File: src/rtl/mips_multicycle_controller.sv
// Main control FSM for the multicycle MIPS datapath: state sequencing, datapath enables, ALU control.
// Optional bne support is enabled by defining MIPS_CTRL_BNE_EN.
module mips_multicycle_controller #(
  parameter int RESET_PC_HOLD = 1
) (
  input  logic       clk,
  input  logic       rst_n,
  input  logic [5:0] Op,
  input  logic [5:0] Funct,
  input  logic       Zero,
  input  logic       MemReady,
  output logic       MemReq,
  output logic       MemWrite,
  output logic       IorD,
  output logic       IRWrite,
  output logic       RegDst,
  output logic       MemtoReg,
  output logic       RegWrite,
  output logic       ALUSrcA,
  output logic [1:0] ALUSrcB,
  output logic [2:0] ALUControl,
  output logic [1:0] PCSrc,
  output logic       PCEn,
  output logic       Illegal
);

  typedef enum logic [3:0] {
    S_IDLE, S_FETCH, S_DECODE, S_MEMADR, S_MEMRD, S_MEMWB, S_MEMWR,
    S_EXECUTE, S_ALUWB, S_BRANCH, S_ADDIEX, S_ADDIWB, S_JUMP
  } state_t;

  typedef enum logic [1:0] {ALU_ADD, ALU_SUB, ALU_FUNCT} aluop_t;

  localparam logic [5:0] OP_LW   = 6'b100011;
  localparam logic [5:0] OP_SW   = 6'b101011;
  localparam logic [5:0] OP_RTYP = 6'b000000;
  localparam logic [5:0] OP_BEQ  = 6'b000100;
  localparam logic [5:0] OP_ADDI = 6'b001000;
  localparam logic [5:0] OP_J    = 6'b000010;
`ifdef MIPS_CTRL_BNE_EN
  localparam logic [5:0] OP_BNE  = 6'b000101;
`endif

  state_t     state, state_nxt;
  logic [3:0] hold_cnt;
  logic       alu_en;
  aluop_t     aluop;

`ifdef MIPS_CTRL_BNE_EN
  logic       bne_q;
`endif

  // NOTE: sequential state uses non-blocking assignments so every flop samples pre-edge values.
  always_ff @(posedge clk or negedge rst_n) begin
    if (!rst_n) begin
      state    <= S_IDLE;
      hold_cnt <= 4'd0;
    end else begin
      state    <= state_nxt;
      hold_cnt <= (state == S_IDLE) ? hold_cnt + 4'd1 : 4'd0;
    end
  end

`ifdef MIPS_CTRL_BNE_EN
  // Branch flavour is captured while the opcode is known valid.
  always_ff @(posedge clk or negedge rst_n) begin
    if (!rst_n)                 bne_q <= 1'b0;
    else if (state == S_DECODE) bne_q <= (Op == OP_BNE);
  end
`endif

  // NOTE: every output gets a default before the case so no path can infer a latch.
  always_comb begin
    state_nxt = state;
    MemReq    = 1'b0;
    MemWrite  = 1'b0;
    IorD      = 1'b0;
    IRWrite   = 1'b0;
    RegDst    = 1'b0;
    MemtoReg  = 1'b0;
    RegWrite  = 1'b0;
    ALUSrcA   = 1'b0;
    ALUSrcB   = 2'b00;
    PCSrc     = 2'b00;
    PCEn      = 1'b0;
    Illegal   = 1'b0;
    alu_en    = 1'b0;
    aluop     = ALU_ADD;

    unique case (state)
      S_IDLE: begin
        if (hold_cnt == 4'(RESET_PC_HOLD - 1)) state_nxt = S_FETCH;
      end
      S_FETCH: begin
        MemReq  = 1'b1;
        ALUSrcB = 2'b01;
        alu_en  = 1'b1;
        IRWrite = MemReady;
        PCEn    = MemReady;
        if (MemReady) state_nxt = S_DECODE;
      end
      S_DECODE: begin
        ALUSrcB = 2'b11;
        alu_en  = 1'b1;
        case (Op)
          OP_LW, OP_SW: state_nxt = S_MEMADR;
          OP_RTYP:      state_nxt = S_EXECUTE;
          OP_BEQ:       state_nxt = S_BRANCH;
`ifdef MIPS_CTRL_BNE_EN
          OP_BNE:       state_nxt = S_BRANCH;
`endif
          OP_ADDI:      state_nxt = S_ADDIEX;
          OP_J:         state_nxt = S_JUMP;
          default: begin
            Illegal   = 1'b1;
            state_nxt = S_FETCH;
          end
        endcase
      end
      S_MEMADR: begin
        ALUSrcA   = 1'b1;
        ALUSrcB   = 2'b10;
        alu_en    = 1'b1;
        state_nxt = (Op == OP_SW) ? S_MEMWR : S_MEMRD;
      end
      S_MEMRD: begin
        MemReq = 1'b1;
        IorD   = 1'b1;
        if (MemReady) state_nxt = S_MEMWB;
      end
      S_MEMWB: begin
        MemtoReg  = 1'b1;
        RegWrite  = 1'b1;
        state_nxt = S_FETCH;
      end
      S_MEMWR: begin
        MemReq   = 1'b1;
        IorD     = 1'b1;
        MemWrite = 1'b1;
        if (MemReady) state_nxt = S_FETCH;
      end
      S_EXECUTE: begin
        ALUSrcA   = 1'b1;
        alu_en    = 1'b1;
        aluop     = ALU_FUNCT;
        state_nxt = S_ALUWB;
      end
      S_ALUWB: begin
        RegDst    = 1'b1;
        RegWrite  = 1'b1;
        state_nxt = S_FETCH;
      end
      S_BRANCH: begin
        ALUSrcA   = 1'b1;
        alu_en    = 1'b1;
        aluop     = ALU_SUB;
        PCSrc     = 2'b01;
`ifdef MIPS_CTRL_BNE_EN
        PCEn      = bne_q ? ~Zero : Zero;
`else
        PCEn      = Zero;
`endif
        state_nxt = S_FETCH;
      end
      S_ADDIEX: begin
        ALUSrcA   = 1'b1;
        ALUSrcB   = 2'b10;
        alu_en    = 1'b1;
        state_nxt = S_ADDIWB;
      end
      S_ADDIWB: begin
        RegWrite  = 1'b1;
        state_nxt = S_FETCH;
      end
      S_JUMP: begin
        PCSrc     = 2'b10;
        PCEn      = 1'b1;
        state_nxt = S_FETCH;
      end
      default: state_nxt = S_IDLE;
    endcase
  end

  // ALU code stays 000 in states that do not use the ALU.
  always_comb begin
    ALUControl = 3'b000;
    if (alu_en) begin
      unique case (aluop)
        ALU_ADD: ALUControl = 3'b010;
        ALU_SUB: ALUControl = 3'b110;
        default: begin
          case (Funct)
            6'b100000: ALUControl = 3'b010;
            6'b100010: ALUControl = 3'b110;
            6'b100100: ALUControl = 3'b000;
            6'b100101: ALUControl = 3'b001;
            6'b101010: ALUControl = 3'b111;
            default:   ALUControl = 3'b010;
          endcase
        end
      endcase
    end
  end

endmodule

File: config.mk
export PLATFORM = sky130hd
export DESIGN_NAME = mips_multicycle_controller
export DESIGN_NICKNAME = d
export VERILOG_FILES = /design/src/rtl/mips_multicycle_controller.sv
export SDC_FILE = /design/constraint.sdc
export NUM_CORES = 1
export LEC_CHECK = 0
export ABC_CLOCK_PERIOD_IN_PS = 2300
export CAP_MARGIN = 20
export CORE_MARGIN = 8
export CORE_UTILIZATION = 43
export CTS_CLUSTER_SIZE = 30
export DETAILED_ROUTE_END_ITERATION = 8
export HOLD_SLACK_MARGIN = 0.06
export PLACE_DENSITY_LB_ADDON = 0.1
export SETUP_SLACK_MARGIN = 0.05
export SYNTH_ARGS = -nofsm -noshare
export SYNTH_HDL_FRONTEND = slang
export SYNTH_SLANG_ARGS = --single-unit
File: constraint.sdc
create_clock -name clk -period 2.3 [get_ports clk]
set_input_delay 0.345 -clock clk [delete_from_list [all_inputs] [get_ports clk]]
set_output_delay 0.345 -clock clk [all_outputs]
set_load 0.05 [all_outputs]
# Word level (Yosys, flattened, before mapping)
# Index checks and enable logic that the tools add are counted.
[classes]
add_sub_neg = 1
n_eq_ne = 26
n_mux = 26
reduce_logical = 14
[op_table]
columns = ["cell", "count"]
rows = [
  ["== test 6 bit, second input constant", 6],
  ["one-hot mux 4 bit (9 select lines)", 1],
  ["== test 4 bit, second input constant", 5],
  ["two-way mux 4 bit", 5],
  ["one-hot mux 4 bit (5 select lines)", 1],
  ["== test 4 x 3 -> 1 bit, second input constant", 4],
  ["one-hot mux 3 bit (4 select lines)", 1],
  ["OR reduction 6 bit", 2],
  ["two-way mux 1 bit", 11],
  ["== test 4 x 2 -> 1 bit, second input constant", 2],
  ["zero test 4 bit", 2],
  ["one-hot mux 2 bit (2 select lines)", 2],
  ["== test 6 x 2 -> 1 bit, second input constant", 1],
  ["== test 6 x 3 -> 1 bit, second input constant", 1],
  ["== test 6 x 4 -> 1 bit, second input constant", 1],
  ["zero test 6 bit", 1],
  ["inequality test 2 bit, second input constant", 3],
  ["one-hot mux 2 bit (3 select lines)", 1],
  ["one-hot mux 3 bit (2 select lines)", 1],
  ["OR reduction 2 bit", 3],
  ["OR reduction 3 bit", 2],
  ["OR reduction 5 bit", 1],
  ["adder 4 x 1 -> 4 bit, second input constant", 1],
  ["== test 4 x 1 -> 1 bit, second input constant", 1],
  ["8 further kinds", 8],
]
[word_totals]
ff_bits = 8
in_bits = 16
out_inout_bits = 17
wordCells = 69

# Depth between registers and ports, before layout
# Gate-level depths: netlist of the first run.
[logic_depth]
word_depth = 5
ltp_mapped = 6

# Worst setup path before layout of the first run
# Ideal clock, no wire load.
[synth_path]
path_type = "reg2out"
startpoint = "register state[1]"
endpoint = "output port PCEn"
t_arrival_ns = 2.909
t_required_ns = 1.955
setup_slack_ns = -0.954
path_stages_with_launch = 4
path_buffers = 1
cell_sequence = "dfrtp_1 clkbuf_1 nor4b_1 a211o_1"
[synth_via]
elab_chain_len = 2
[synth_rtl]
columns = ["item", "line", "text"]
rows = [
  ["start: declaration", "44", "state_t state, state_nxt;"],
  ["start signal: assignment", "59", "state <= state_nxt;"],
  ["== test 4 bit / == test 4 x 1 -> 1 bit (equally long branches)", "90", "unique case (state)"],
  ["one-hot mux 1 bit (3 select lines) (*)", "90", ""],
  ["end: declaration", "23", "output logic PCEn,"],
]
# Mark *: on every way between the ends. The rest lies on a longest branch, timed or not.

# Final worst setup path of the first run
[layout_path]
startpoint = "register state[0]"
endpoint = "output port Illegal"
[layout_via]
elab_chain_len = 2
[layout_rtl]
columns = ["item", "line", "text"]
rows = [
  ["== test 4 x 2 -> 1 bit", "90", ""],
  ["two-way mux 1 bit", "90", ""],
  ["end: declaration", "24", "output logic Illegal"],
]
# Every way passes these cells.

==> flow_metrics.py, run 1 <==
metrics = {
    "synthesis": {
        "synth_area_um2": 828,
        "yosys_warnings": 0,
        "synth-seq-cells": 8,
        "syn_inst": 109,
        "yosysUniqueCellTypes": 36,
        "avgSynthCellArea_um2": 7.60,
        "syn_nets": 127,
        "yosysSeqAreaShare_pct": 24.2,
    },
    "worst_setup_path": {
        "start_kind": "flop",
        "arrival_ps": 1760,
        "path_buf_inv": 1,
        "worstSetupEndpointType": "output pin",
        "critPathTopFamily": "simple AND/OR/NAND/NOR gates",
        "cp_slowest_stage_delay_ps": 580,
        "path_class": "flop to output pin",
        "worstPathCellList": "or4b_4 > a211oi_2 > buf_12",
        "cp.required_ps": 1960,
        "path_max_fanout": 8,
        "slowest_stage": "or4b_4",
    },
    "clocking": {
        "insertion_delay_ps": 250,
        "holdBufCountCts": 0,
        "htree_levels": 1,
        "clock_path_buffers": 2,
        "cts.clk_slew.worst_paths_ps": 50,
        "cts_buffers": 3,
        "cts_tree": "yes",
        "cts_setup_buffers": 0,
        "cts_resized": 0,
        "cts.sinks": 8,
        "clock-root-buffer": "clkbuf_4",
    },
    "power": {
        "power_frac_clock_pct": 7.0,
        "p_leak_uw": 0.000544,
        "p_int_uw": 718,
        "power_frac_seq_pct": 16.4,
        "peakVddDrop_uv": 709,
        "p_per_area_nw_per_um2": 1140,
        "p_comb_share_pct": 76.6,
        "p_total_uw": 1500,
        "p_switching_uw": 780,
        "p_sw_share_pct": 52.1,
    },
    "sta": {
        "timing.final.crit_period_ps": 2110,
        "hold_viol": 0,
        "relSlewSlack_pct": 77.4,
        "worstMarginPinSlew_ps": 335,
        "rsz0062_at_grt": "false",
        "final_max_slew_viol_count": 0,
        "skew_ps": 0.693,
        "fmax_ghz": 0.474,
        "period_share_pct": 91.7,
        "setup_violations": 0,
    },
    "routing": {
        "ant_nets": 0,
        "drc": 0,
        "drt-vias-per-instance": 5.73,
        "routed-via-count": 963,
        "avgRoutedWirePerCell_um": 15.3,
        "dr.pass1.iters": 4,
        "drtIter0Drc": 36,
        "wl_mm": 2.58,
    },
    "grt": {
        "grt_use_total_pct": 14.9,
        "grt.overflow.total": 0,
        "antenna_found_initial": 0,
        "grt_max_degree": 17,
        "grt_pass1_vias": 1013,
        "grt_pass1_wl_mm": 4.24,
    },
    "worst_hold_path": {
        "hold_class": "primary input to asynchronous set/reset pin",
    },
    "layout": {
        "final_nets": 161,
        "drive_gt1_share_pct": 24.1,
        "fillers": 169,
        "diodes": 0,
        "design_area_um2": 1310,
        "syn2layout_area_growth_pct": 58.6,
        "post-route-util_pct": 69.8,
    },
    "outcome": {
        "outcome": "completed",
    },
    "floorplan": {
        "die_h_um": 59.9,
        "rows": 16,
        "initial_core_util_pct": 44.0,
        "die_w_um": 59.9,
        "core_area_um2": 1880,
        "dieArea_um2": 3590,
        "pin_count": 33,
    },
    "placement": {
        "place.detailed.hpwl_mm": 2.15,
        "port_buffers": 32,
        "place_congestion": 0.838,
        "placed_area_um2": 1290,
    },
    "job": {
        "drv_cap": 0,
    },
}
-- final timing paths --
kind	cells past startpoint	start	end	slack [ps]
setup / recovery	3	state[0]	Illegal	190
max in group asynchronous	1	rst_n	state[0]	1660
hold / removal	1	rst_n	state[3]	360
min in group clk	1	hold_cnt[0]	hold_cnt[0]	480
setup reg to reg	6	hold_cnt[0]	state[2]	530
hold reg to reg	1	hold_cnt[0]	hold_cnt[0]	480
-- sequential cells by signal (all words and copies together), names as in the netlist --
| name | count |
|---|---|
| hold_cnt | 4 |
| state | 4 |
-- cell families (layout without fill, tap and decap cells) --
group	after synthesis	in the layout	synth area share [%]
and+or+nand+nor	51	51	33.7
muxes	3	3	3.63
DFF	8	8	24.2
AOI/OAI and AO/OA	27	27	23.4
adders and majority gates	2	2	3.02
xor gates and xnor gates	5	5	5.29
buffers and inverters	13	45	6.80
-- cell usage after synthesis --
cell type / instances / area [um^2]
nor2_1: 14 / 52.6
clkbuf_1: 8 / 30.0
dfrtp_1: 8 / 200
a21oi_1: 6 / 30.0
nand2_1: 6 / 22.5
nand2b_1: 6 / 37.5
o21ai_0: 6 / 30.0
inv_1: 4 / 15.0
nand3_1: 4 / 20.0
nor3_1: 4 / 20.0
and3_1: 3 / 18.8
mux2i_1: 3 / 30.0
o22ai_1: 3 / 18.8
or3_1: 3 / 18.8
xnor2_1: 3 / 26.3
a211oi_1: 2 / 15.0
a31oi_1: 2 / 12.5
ha_1: 2 / 25.0
nand4_1: 2 / 12.5
nor4b_1: 2 / 17.5
or4_1: 2 / 15.0
xor2_1: 2 / 17.5
a2111oi_4: 1 / 27.5
a211o_1: 1 / 8.76
a21o_1: 1 / 7.51
a2bb2oi_1: 1 / 8.76
a32o_1: 1 / 10.0
buf_6: 1 / 11.3
nand4b_1: 1 / 8.76
nor2b_1: 1 / 6.26
nor4_1: 1 / 6.26
o211ai_1: 1 / 7.51
o221ai_1: 1 / 8.76
o32ai_1: 1 / 8.76
or3b_2: 1 / 8.76
or4b_4: 1 / 13.8
-- area by class of cell --
type | count | area, um^2 | share of cell area, %
Clock buffer | 3 | 22.5 | 1.71
Inverter | 4 | 15.0 | 1.14
Multi-Input combinational cell | 88 | 593 | 45.1
Sequential cell | 8 | 201 | 15.3
Tap cell | 27 | 33.8 | 2.57
Timing Repair Buffer | 38 | 448 | 34.1
-- stage by stage --
step / std cells / TNS [ps] / setup slack, ps / hold WS, ps
after floorplan: 109 / -211 / -211 / 49.4
after global placement: 165 / 0 / 250 / 468
after detailed placement: 165 / 0 / 206 / 481
after CTS: 168 / 0 / 128 / 376
after global routing: 168 / 0 / 139 / 394
final: 168 / 0 / 190 / 364
-- metal layers --
layer  part of all wire [%]  track usage [%]  vias up  wire (um)
met3                    9.2             6.67        2        236
met5                      0                0        -          0
li1                       -                -      466          -
met2                     50             28.0       39       1290
met1                     40             14.7      456       1030
met4                   0.74             2.04        0         19
-- layout by cell type (no fill, tap or decap), types with 2 or more instances in the layout --
master / netlist / layout
clkbuf_4: 0 / 3
inv_1: 4 / 4
o21ai_0: 6 / 6
buf_4: 0 / 13
buf_12: 0 / 10
nand2_1: 6 / 6
nor2_1: 14 / 14
dfrtp_1: 8 / 7
a211oi_2: 0 / 2
nand3_1: 4 / 4
or3_1: 3 / 3
a21oi_1: 6 / 6
or4_1: 2 / 2
clkdlybuf4s50_1: 0 / 15
o22ai_1: 3 / 3
nor3_1: 4 / 3
xnor2_1: 3 / 3
nand4_1: 2 / 2
mux2i_1: 3 / 3
and3_1: 3 / 3
xor2_1: 2 / 2
ha_1: 2 / 2
nand2b_1: 6 / 6
a31oi_1: 2 / 2
-- worst reg2reg max path, cell delays in order, from the launching register on --
cell and delay, ps:
dfrtp_1 400, inv_1 70, ha_1 130, or3b_2 430, a31oi_1 230, nand3_1 130, o32ai_1 290
-- power groups by stage --
stage	clock network, uW	registers, uW	logic [uW]
6_report	105	245	1150
4_1_cts	109	241	1160
2_1_floorplan	0	216	751
3_5_place_dp	0	244	1150
5_1_grt	115	254	1230
3_3_place_gp	0	241	1140
No activity file was read; power rests on OpenSTA's default activity.
==> run 2: changes to the inputs <==
--- a/config.mk
+++ b/config.mk
@@ -12,7 +12,7 @@
 export CTS_CLUSTER_SIZE = 30
 export DETAILED_ROUTE_END_ITERATION = 8
 export HOLD_SLACK_MARGIN = 0.06
-export PLACE_DENSITY_LB_ADDON = 0.1
+export PLACE_DENSITY = 0.9
 export SETUP_SLACK_MARGIN = 0.05
 export SYNTH_ARGS = -nofsm -noshare
 export SYNTH_HDL_FRONTEND = slang
==> run 2 against run 1 <==
  * Power fell by 0.20%
  * Core utilization rose by 0.066 points
  * Die area did not move
  * Setup slack got worse by 78 ps
  * Final cell count did not move
  * Routed wire length rose by 0.35%
  * Non-clock buffer count did not move
  * Highest routed layer unchanged
==> flow_metrics.py, run 2 (synthesized netlist as in run 1, its figures left out) <==
metrics = {
    "outcome": {
        "outcome": "completed",
    },
    "routing": {
        "drtIter0Drc": 41,
        "dr.pass1.iters": 4,
        "drt-vias-per-instance": 5.96,
        "wl_mm": 2.59,
        "ant_nets": 0,
        "drc": 0,
        "avgRoutedWirePerCell_um": 15.4,
        "routed-via-count": 1001,
    },
    "layout": {
        "design_area_um2": 1320,
        "final_nets": 161,
        "reg_top3": "hold_cnt (4), state (4)",
        "layout_commonest_cell": "clkdlybuf4s50_1",
        "fillers": 158,
        "post-route-util_pct": 69.9,
        "diodes": 0,
        "layout_common_cells": "15 x clkdlybuf4s50_1, 14 x nor2_1, 13 x buf_4, 10 x buf_12, 8 x dfrtp_1",
        "drive_gt1_share_pct": 24.1,
        "syn2layout_area_growth_pct": 58.8,
    },
    "floorplan": {
        "initial_core_util_pct": 44.0,
        "die_h_um": 59.9,
        "rows": 16,
        "core_area_um2": 1880,
        "pin_count": 33,
        "die_w_um": 59.9,
        "dieArea_um2": 3590,
    },
    "power": {
        "p_leak_uw": 0.000545,
        "p_per_area_nw_per_um2": 1140,
        "peakVddDrop_uv": 970,
        "p_total_uw": 1500,
    },
    "placement": {
        "port_buffers": 32,
        "pre_cts_ws_ps": 172,
        "place_congestion": 0.842,
        "place.detailed.hpwl_mm": 2.10,
        "placed_area_um2": 1290,
    },
    "clocking": {
        "insertion_delay_ps": 250,
        "htree_levels": 1,
        "cts.clk_slew.worst_paths_ps": 50,
        "cts.sinks": 8,
        "cts_tree": "yes",
        "clock-root-buffer": "clkbuf_4",
        "cts_buffers": 3,
        "clock_path_buffers": 2,
    },
    "worst_hold_path": {
        "hold_class": "primary input to asynchronous set/reset pin",
    },
    "grt": {
        "grt_pass1_vias": 1050,
        "antenna_found_initial": 0,
        "grt_pass1_wl_mm": 4.31,
        "grt.overflow.total": 0,
        "grt_use_total_pct": 15.2,
        "grt_max_degree": 15,
    },
    "sta": {
        "worstMarginPinSlew_ps": 377,
        "setup_ws_ps": 112,
        "fmax_ghz": 0.457,
        "rsz0062_at_grt": "false",
        "timing.final.crit_period_ps": 2190,
        "final_max_slew_viol_count": 0,
        "skew_ps": 1.89,
        "whs_ps": 372,
        "relSlewSlack_pct": 74.6,
        "setup_violations": 0,
        "hold_viol": 0,
        "period_share_pct": 95.1,
    },
    "worst_setup_path": {
        "arrival_ps": 1840,
        "ff2ff_setup_slack_ps": 470,
        "reg2reg_depth": 6,
        "cp.required_ps": 1960,
        "start_kind": "flop",
        "worstSetupEndpointType": "output pin",
        "path_max_fanout": 9,
        "path_class": "flop to output pin",
        "worst_r2r_startpoint": "hold_cnt[0]",
        "rr_endpoint": "state[2]",
    },
    "job": {
        "drv_cap": 0,
    },
}
-- run 2: through the flow --
stage / instances / setup TNS, ps
after floorplan: 109 / -211
after global placement: 165 / 0
after detailed placement: 165 / 0
after CTS: 168 / 0
after global routing: 168 / 0
final: 168 / 0
-- run 2: worst max path at each step --
stage / end / cells past startpoint / slack (ps) / from
after floorplan: PCEn / 3 / -210 / state[1]
after global placement: Illegal / 5 / 280 / Op[1]
after detailed placement: state[0] / 5 / 170 / Op[0]
after CTS: Illegal / 3 / 110 / state[0]
after global routing: PCEn / 4 / 80 / state[0]
final: Illegal / 3 / 110 / state[0]
-- run 2: what timing repair did --
item,in CTS,in global routing
hold buffers,0,0
endpoints found under the hold margin,0,0
resized for setup,0,1
buffers inserted,0,0
endpoints found under the setup margin,0,1
-- run 2: critical path, cell delays in order, from the launching register on --
cell	delay [ps]
dfrtp_1	480
or4b_4	610
a211oi_2	320
buf_12	180
-- run 2: layer usage --
metal	up-vias	wire (um)	track usage [%]
met5	-	0	0
met4	0	25	9.18
met3	6	176	4.30
met2	46	1400	26.5
met1	481	987	15.7
li1	468	-	-
-- run 2: final cells by class --
type / count / area, um^2 / area share, %
Tap cell: 27 / 33.8 / 2.57
Multi-Input combinational cell: 88 / 596 / 45.3
Inverter: 4 / 15.0 / 1.14
Sequential cell: 8 / 200 / 15.2
Timing Repair Buffer: 38 / 448 / 34.1
Clock buffer: 3 / 22.5 / 1.71
-- run 2: where the power goes --
group	total (uW)	internal, uW	switching, uW
Sequential	245	181	63.9
Clock	104	59.5	44.7
Combinational	1150	470	676
==> run 3: changes to the inputs <==
--- a/config.mk
+++ b/config.mk
@@ -7,7 +7,6 @@
 export LEC_CHECK = 0
 export ABC_CLOCK_PERIOD_IN_PS = 2300
 export CAP_MARGIN = 20
-export CORE_MARGIN = 8
 export CORE_UTILIZATION = 43
 export CTS_CLUSTER_SIZE = 30
 export DETAILED_ROUTE_END_ITERATION = 8
==> run 3 against run 2 <==
  * Sequential share of layout area is 0.15 points higher
  * Routed wire length is 7.1% lower
  * Worst hold slack worse by 25 ps
  * Highest routed layer unchanged
==> flow_metrics.py, run 3 (synthesized netlist as in run 1, its figures left out) <==
metrics = {
    "placement": {
        "place.detailed.hpwl_mm": 1.91,
        "placed_area_um2": 1280,
        "pre_cts_ws_ps": 175,
        "place_congestion": 0.819,
        "port_buffers": 32,
    },
    "sta": {
        "final_max_slew_viol_count": 0,
        "hold_viol": 0,
        "worstMarginPinSlew_ps": 403,
        "setup_ws_ps": 99.1,
        "timing.final.crit_period_ps": 2200,
        "fmax_ghz": 0.454,
        "rsz0062_at_grt": "false",
        "period_share_pct": 95.7,
        "skew_ps": 5.77,
        "relSlewSlack_pct": 72.8,
        "setup_violations": 0,
    },
    "grt": {
        "grt.met1_usage_pct": 31.4,
        "grt_pass1_vias": 897,
        "use_met2_pct": 40.3,
        "antenna_found_initial": 0,
        "grt_use_total_pct": 25.1,
        "grt_max_degree": 19,
        "grt_util_met3_pct": 3.97,
        "grt-busiest-layer": "met2",
        "grt_pass1_wl_mm": 3.82,
        "grt.overflow.total": 0,
    },
    "power": {
        "p_per_area_nw_per_um2": 1150,
        "p_comb_share_pct": 77.0,
        "p_sw_share_pct": 52.8,
        "power_frac_clock_pct": 7.5,
        "p_switching_uw": 788,
        "power_frac_seq_pct": 15.5,
        "peakVddDrop_uv": 887,
        "p_leak_uw": 0.000541,
        "p_int_uw": 706,
    },
    "clocking": {
        "cts_setup_buffers": 0,
        "cts.sinks": 8,
        "holdBufCountCts": 0,
        "cts_tree": "yes",
        "clock-root-buffer": "clkbuf_4",
        "insertion_delay_ps": 260,
        "htree_levels": 1,
        "clock_path_buffers": 2,
        "cts_buffers": 3,
        "cts.clk_slew.worst_paths_ps": 60,
        "cts_resized": 0,
    },
    "outcome": {
        "outcome": "completed",
    },
    "worst_setup_path": {
        "rr_endpoint": "state[2]",
        "cp.required_ps": 1960,
        "ff2ff_setup_slack_ps": 510,
        "critPathLaunch": "state[1]",
        "reg2reg_depth": 6,
        "arrival_ps": 1860,
        "worst_r2r_startpoint": "hold_cnt[0]",
        "worstSetupEndpointType": "output pin",
        "start_kind": "flop",
        "path_max_fanout": 10,
        "path_class": "flop to output pin",
    },
    "layout": {
        "layout_commonest_cell": "clkdlybuf4s50_1",
        "syn2layout_area_growth_pct": 57.3,
        "reg_top3": "hold_cnt (4), state (4)",
        "drive_gt1_share_pct": 22.9,
        "final_nets": 160,
        "layout_common_cells": "15 x clkdlybuf4s50_1, 14 x nor2_1, 12 x buf_4, 10 x buf_12, 8 x dfrtp_1",
        "diodes": 0,
        "design_area_um2": 1300,
    },
    "routing": {
        "drtIter0Drc": 35,
        "avgRoutedWirePerCell_um": 14.6,
        "ant_nets": 0,
        "routed-via-count": 962,
        "dr.pass1.iters": 4,
        "drc": 0,
        "wl_mm": 2.40,
        "drt-vias-per-instance": 5.83,
    },
    "floorplan": {
        "die_h_um": 45.9,
        "core_area_um2": 1760,
        "dieArea_um2": 2110,
        "initial_core_util_pct": 47.0,
        "pin_count": 33,
        "rows": 15,
        "die_w_um": 45.9,
    },
    "worst_hold_path": {
        "hold_class": "primary input to asynchronous set/reset pin",
    },
    "job": {
        "drv_cap": 0,
    },
}
## run 3: changes by cell type in the layout (fill, tap and decap cells not counted)
cell / change
nand2b_2: -1
nand2b_1: +1
buf_4: -1
## run 3: per-stage QoR
step	utilization (%)	hold WS (ps)	instances	setup TNS [ps]	power, uW
2_1_floorplan	-	49.4	109	-211	967
3_3_place_gp	72.6	465	162	0	1350
3_5_place_dp	72.6	484	162	0	1380
4_1_cts	73.8	360	165	0	1490
5_1_grt	73.8	373	165	0	1580
6_report	73.8	348	165	0	1490
## run 3: worst max path at each step
stage	to	slack (ps)	cells after the start
after global routing	Illegal	50	3
after global placement	state[0]	280	5
after floorplan	PCEn	-210	3
final	Illegal	100	3
after CTS	Illegal	110	3
after detailed placement	Illegal	170	5
## run 3: final cells by class
| type | count | area, um^2 |
|---|---|---|
| Inverter | 4 | 15.0 |
| Timing Repair Buffer | 37 | 440 |
| Sequential cell | 8 | 200 |
| Multi-Input combinational cell | 88 | 593 |
| Clock buffer | 3 | 22.5 |
| Tap cell | 25 | 31.3 |
| Fill cell | 138 | 462 |
## run 3: power groups by stage
stage | clock network [uW] | logic [uW] | registers (uW)
after floorplan | 0 | 751 | 216
after global routing | 121 | 1220 | 238
after CTS | 113 | 1150 | 231
after global placement | 0 | 1120 | 225
final | 112 | 1150 | 232
after detailed placement | 0 | 1140 | 233
## run 3: critical path: stages, from the launching register on
cell	delay [ps]
dfrtp_1	540
or4b_4	550
a211oi_2	320
buf_12	180
## run 3: per-layer routing
metal | vias to the layer above | share of wire, % | routed length, um
met2 | 45 | 50 | 1200
met4 | 0 | 1.9 | 46
li1 | 466 | - | -
met3 | 5 | 5.6 | 134
met5 | - | 0 | 0
met1 | 446 | 43 | 1030
